==> config.mk <==
export PLATFORM = sky130hd
export DESIGN_NAME = serial_add_ctrl
export DESIGN_NICKNAME = d
export VERILOG_FILES = /design/src/rtl/serial_add_pkg.sv /design/src/rtl/serial_add_ctrl_fa_cell.sv /design/src/rtl/serial_add_ctrl.sv
export SDC_FILE = /design/constraint.sdc
export NUM_CORES = 1
export LEC_CHECK = 0
export BUFFER_PORTS_ARGS = -buffer_cell sky130_fd_sc_hd__buf_2
export CELL_PAD_IN_SITES_DETAIL_PLACEMENT = 1
export CELL_PAD_IN_SITES_GLOBAL_PLACEMENT = 2
export CORE_UTILIZATION = 29
export CTS_CLUSTER_DIAMETER = 50
export DETAILED_ROUTE_END_ITERATION = 8
export PLACE_DENSITY = 0.79
export SLEW_MARGIN = 20
export SYNTH_ARGS = -nofsm -noshare
export SYNTH_HDL_FRONTEND = slang
export SYNTH_HIERARCHICAL = 1
export SYNTH_SLANG_ARGS = --single-unit
export TNS_END_PERCENT = 50
==> constraint.sdc <==
create_clock -name Clk -period 1.5 [get_ports Clk]
set_clock_uncertainty 0.2 [all_clocks]
set_input_delay 0.075 -clock Clk [delete_from_list [all_inputs] [get_ports Clk]]
set_output_delay 0.075 -clock Clk [all_outputs]
set_load 0.01 [all_outputs]
==> src/rtl/serial_add_pkg.sv <==
// Shared definitions for the bit-serial adder: state encoding, default
// operand width and the counter-width helper.
package serial_add_pkg;

  localparam int WIDTH_DEF = 8;

  typedef enum logic [1:0] {
    IDLE = 2'd0,
    RUN  = 2'd1,
    DONE = 2'd2
  } state_t;

  // Bits needed to count 0..n-1; returns 0 for n <= 1.
  function automatic int clog2(input int n);
    int r;
    int v;
    r = 0;
    v = n - 1;
    while (v > 0) begin
      r++;
      v = v >> 1;
    end
    return r;
  endfunction

endpackage

==> src/rtl/serial_add_ctrl_fa_cell.sv <==
// Combinational 1-bit full adder, the only arithmetic in the serial adder.
module fa_cell (
  input  logic a,
  input  logic b,
  input  logic ci,
  output logic s,
  output logic co
);

  // Sum and carry of three input bits.
  assign s  = a ^ b ^ ci;
  assign co = (a & b) | (ci & (a ^ b));

endmodule

==> src/rtl/serial_add_ctrl.sv <==
// Bit-serial adder: {Cout,Sum} = A + B + Cin, one bit per cycle, LSB first,
// through a single full-adder cell.
//
//   state | meaning
//   ------+-----------------------------------------------------------
//   IDLE  | waiting for Start; operands and carry-in captured on accept
//   RUN   | one bit per cycle through the full adder, WIDTH cycles
//   DONE  | one-cycle Done pulse; Sum/Cout already hold the new result
module serial_add_ctrl
  import serial_add_pkg::*;
#(
  parameter int WIDTH = WIDTH_DEF
) (
  input  logic             Clk,
  input  logic             Rst_n,
  input  logic             Start,
  input  logic [WIDTH-1:0] A,
  input  logic [WIDTH-1:0] B,
  input  logic             Cin,
  output logic             Busy,
  output logic             Done,
  output logic [WIDTH-1:0] Sum,
  output logic             Cout
);

  // Counter needs at least one bit even for the smallest legal width.
  localparam int CW = (clog2(WIDTH) < 1) ? 1 : clog2(WIDTH);
  localparam logic [CW-1:0] CNT_LAST = CW'(WIDTH - 1);

  state_t state_q;
  state_t state_d;

  logic [WIDTH-1:0] a_sr;
  logic [WIDTH-1:0] b_sr;
  // Holds the WIDTH-1 sum bits produced so far; the last bit comes straight
  // from the cell on the final RUN cycle.
  logic [WIDTH-2:0] res_sr;
  logic [WIDTH-1:0] res_next;
  logic             carry_q;
  logic [CW-1:0]    cnt_q;
  logic             fa_s;
  logic             fa_co;
  logic             last_bit;

  fa_cell u_fa (
    .a  (a_sr[0]),
    .b  (b_sr[0]),
    .ci (carry_q),
    .s  (fa_s),
    .co (fa_co)
  );

  assign last_bit = (cnt_q == CNT_LAST);
  assign res_next = {fa_s, res_sr};

  // State register; reset has priority over everything including Start.
  always_ff @(posedge Clk) begin
    if (!Rst_n) begin
      state_q <= IDLE;
    end else begin
      state_q <= state_d;
    end
  end

  // Next-state logic; the unused encoding falls back to IDLE.
  always_comb begin
    state_d = state_q;
    case (state_q)
      IDLE:    if (Start) state_d = RUN;
      RUN:     if (last_bit) state_d = DONE;
      DONE:    state_d = IDLE;
      default: state_d = IDLE;
    endcase
  end

  // Status outputs decode the registered state only.
  assign Busy = (state_q == RUN);
  assign Done = (state_q == DONE);

  // Operand capture, serial datapath and result registers.
  always_ff @(posedge Clk) begin
    if (!Rst_n) begin
      a_sr    <= '0;
      b_sr    <= '0;
      res_sr  <= '0;
      carry_q <= 1'b0;
      cnt_q   <= '0;
      Sum     <= '0;
      Cout    <= 1'b0;
    end else begin
      case (state_q)
        IDLE: begin
          if (Start) begin
            a_sr    <= A;
            b_sr    <= B;
            carry_q <= Cin;
            cnt_q   <= '0;
          end
        end
        RUN: begin
          a_sr    <= a_sr >> 1;
          b_sr    <= b_sr >> 1;
          res_sr  <= res_next[WIDTH-1:1];
          carry_q <= fa_co;
          cnt_q   <= cnt_q + 1'b1;
          // Outputs move only on the RUN->DONE edge so partial sums stay hidden.
          if (last_bit) begin
            Sum  <= res_next;
            Cout <= fa_co;
          end
        end
        default: ;
      endcase
    end
  end

endmodule

==> flow_summary_export.csv <==
group,metric,value,unit
sta,fin_ws,55.9,ps
synthesis,synth.most_common_cell,"dfxtp_1",
synthesis,ys_types,25,
routing,wl,3630,µm
setup_path,endpoint_kind,"register",
sta,setup_violations,0,
power,p_leak,0.000908,µW
power,power,2160,µW
grt,grt_overflow,0,
setup_path,crit_arrival,1460,ps
synthesis,synthTopCellsByCount,"dfxtp_1, nand2_1, nand3_1",
cells_and_area,drive_gt1_frac,0.241,
clock_tree,path_clk_slew,70,ps
clock_tree,cts_root_buf,"clkbuf_8",
routing,drc,0,
cells_and_area,antenna_cells,0,
clock_tree,htreeDepth,2,
cells_and_area,final_nets,250,
power,p_int,1660,µW
synthesis,yosys.area.top_type,"dfxtp_1",
cells_and_area,final_util,0.412,
power,p_switching,498,µW
routing,ant_nets,0,
routing,first_pass_iters,4,
sta,finalHoldViolations,0,
setup_path,r2r-start,"state_q[0]$_SDFFE_PN0P_",
routing,drtIter0Drc,99,
placed_design,io_buffer_count,30,
synthesis,yosys_warnings,6,
grt,antenna_found_initial,0,
synthesis,synth_edf_count,0,
floorplanning,start_util,0.306,
synthesis,syn_area_per_cell,8.99,µm²
setup_path,criticalPathCategory,"in -> reg",
run_status,status,"completed",
synthesis,yosysSeqAreaShare,0.478,
sta,period_share,0.963,
floorplanning,rows,26,
placed_design,post-dp-hpwl,2440,µm
placed_design,pre_cts_ws,-53.9,ps
placed_design,routabilityCongestion,0.665,
power,comb_power_share,0.107,
sta,slew_headroom,0.738,
flow_run,maxCapViolations,0,
synthesis,synth_flop_cell,"dfxtp_1",
sta,fmax,0.692,GHz
setup_path,worstSetupStartpointType,"primary input",
power,p_sw_frac,0.231,
floorplanning,fp.dieArea,5790,µm²
synthesis,async_flop_share,0,
power,p_clk_frac,0.393,
synthesis,syn_inst,177,
floorplanning,core,5200,µm²
clock_tree,numCtsBuffers,5,
power,power.share.sequential,0.500,
power,powerDensity,1010,nW/µm²
synthesis,netlist.area_leader.share,0.478,
grt,grt_use_total,0.139,
cells_and_area,syn_to_final_growth,34.7,%
clock_tree,numClockSinks,38,
clock_tree,cts_buffer_depth,2,
routing,routed_via_density,4.71,
grt,grt_max_degree,44,
clock_tree,clk_latency,290,ps
synthesis,synth_area,1590,µm²
routing,dr_total_vias,1403,
synthesis,synth_area_leaders,"dfxtp_1, mux2i_1, nand2_1",
synthesis,ys_seq_elements,38,
floorplanning,io_pins,31,
setup_path,cp_data_required_time,1510,ps
power,ir_drop,493,µV
setup_path,crit_start,"Start",
routing,wl_per_cell,12.2,µm
sta,rsz0062_at_grt,"true",
sta,slew_viol_final,0,
setup_path,crit_path_max_fanout,15,
floorplanning,die-height,76.1,µm
clock_tree,tritoncts,"done",
sta,worst_pin_slew,392,ps
worst_hold_path,hp-class,"in -> reg",
synthesis,syn_nets,200,
grt,grt_pass1_vias,1424,
worst_hold_path,hp-start,"Rst_n",
floorplanning,die_x,76.1,µm
grt,grt_pass1_wl,6520,µm
sta,whs,28.0,ps
sta,fin_crit,1440,ps
==> repair_timing <==
item                                   4_1_cts  5_1_grt
setup buffers                                1        0
setup endpoints to repair                   13       12
endpoints found under the hold margin       18        0
cloned                                       0        1
hold buffers                                18        0
gates resized for setup                      2        5
==> stage by stage <==
step,setup TNS [ps],instances,cell area (µm²)
CTS,0,297,2120
floorplan,0,177,1590
detailed placement,-433,270,1820
finish,0,298,2140
global route,-0.577,298,2140
global placement,-124,270,1820
==> area by class of cell <==
cell class | instances | area, µm²
flip-flops and latches | 38 | 764
repair buffers | 57 | 402
multi-input cells | 123 | 771
well taps | 70 | 87.6
clock buffers | 5 | 68.8
fillers | 632 | 3060
clock inverters | 3 | 40.0
inverters | 2 | 10.0
==> registers in the layout, summed over array words and instances, names as in the netlist <==
register / flops
state_q: 2
res_sr: 7
cnt_q: 3
a_sr: 8
b_sr: 8
Sum: 8
Cout: 1
carry_q: 1
==> critical path: stages <==
cell,delay (ps)
dlygate4sd3_1,520
buf_2,130
nor2_2,70
or3b_4,480
o21ai_1,170
==> cell families after synthesis <==
logic type,synth area share
simple gates,0.176
mux,0.101
fa+ha+maj,0.0283
buf+inv,0.0456
compound gates,0.171
flops,0.478
==> worst paths after layout <==
check | end | depth (start not counted) | slack (ps)
worst max register to register | b_sr[3]$_SDFFE_PN0P_ | 3 | 70
worst min-delay path | b_sr[6]$_SDFFE_PN0P_ | 4 | 30
worst max-delay path | b_sr[3]$_SDFFE_PN0P_ | 5 | 60
worst min register to register | cnt_q[0]$_SDFFE_PN0P_ | 1 | 240
==> power groups by stage <==
stage          Combinational, µW  Sequential (µW)  Clock, µW
2_1_floorplan                136             1090          0
3_3_place_gp                 195             1100          0
3_5_place_dp                 197             1100          0
4_1_cts                      232             1080        880
5_1_grt                      260             1080        930
6_report                     231             1080        848
==> cells in the final DEF, fill, tap and decap left out, types with 2 or more instances in the layout <==
cell / n
a21boi_1: 7
buf_2: 30
buf_4: 8
clkbuf_8: 5
clkinv_2: 2
dfxtp_1: 35
dfxtp_2: 3
dlygate4sd3_1: 18
mux2i_1: 16
nand2_1: 30
nand3_1: 20
nor2_1: 2
o211ai_1: 15
o21ai_1: 18
o22ai_1: 2
==> layer usage <==
metal | global-route usage | wire length, µm | part of all wire | up-vias
met2 | 0.223 | 1680 | 0.46 | 23
met4 | 0.0462 | 44 | 0.012 | 0
met1 | 0.180 | 1790 | 0.49 | 651
met5 | 0 | 0 | 0 | -
met3 | 0.0371 | 118 | 0.032 | 5
li1 | - | - | - | 724
(Power assumes the default switching activity.)
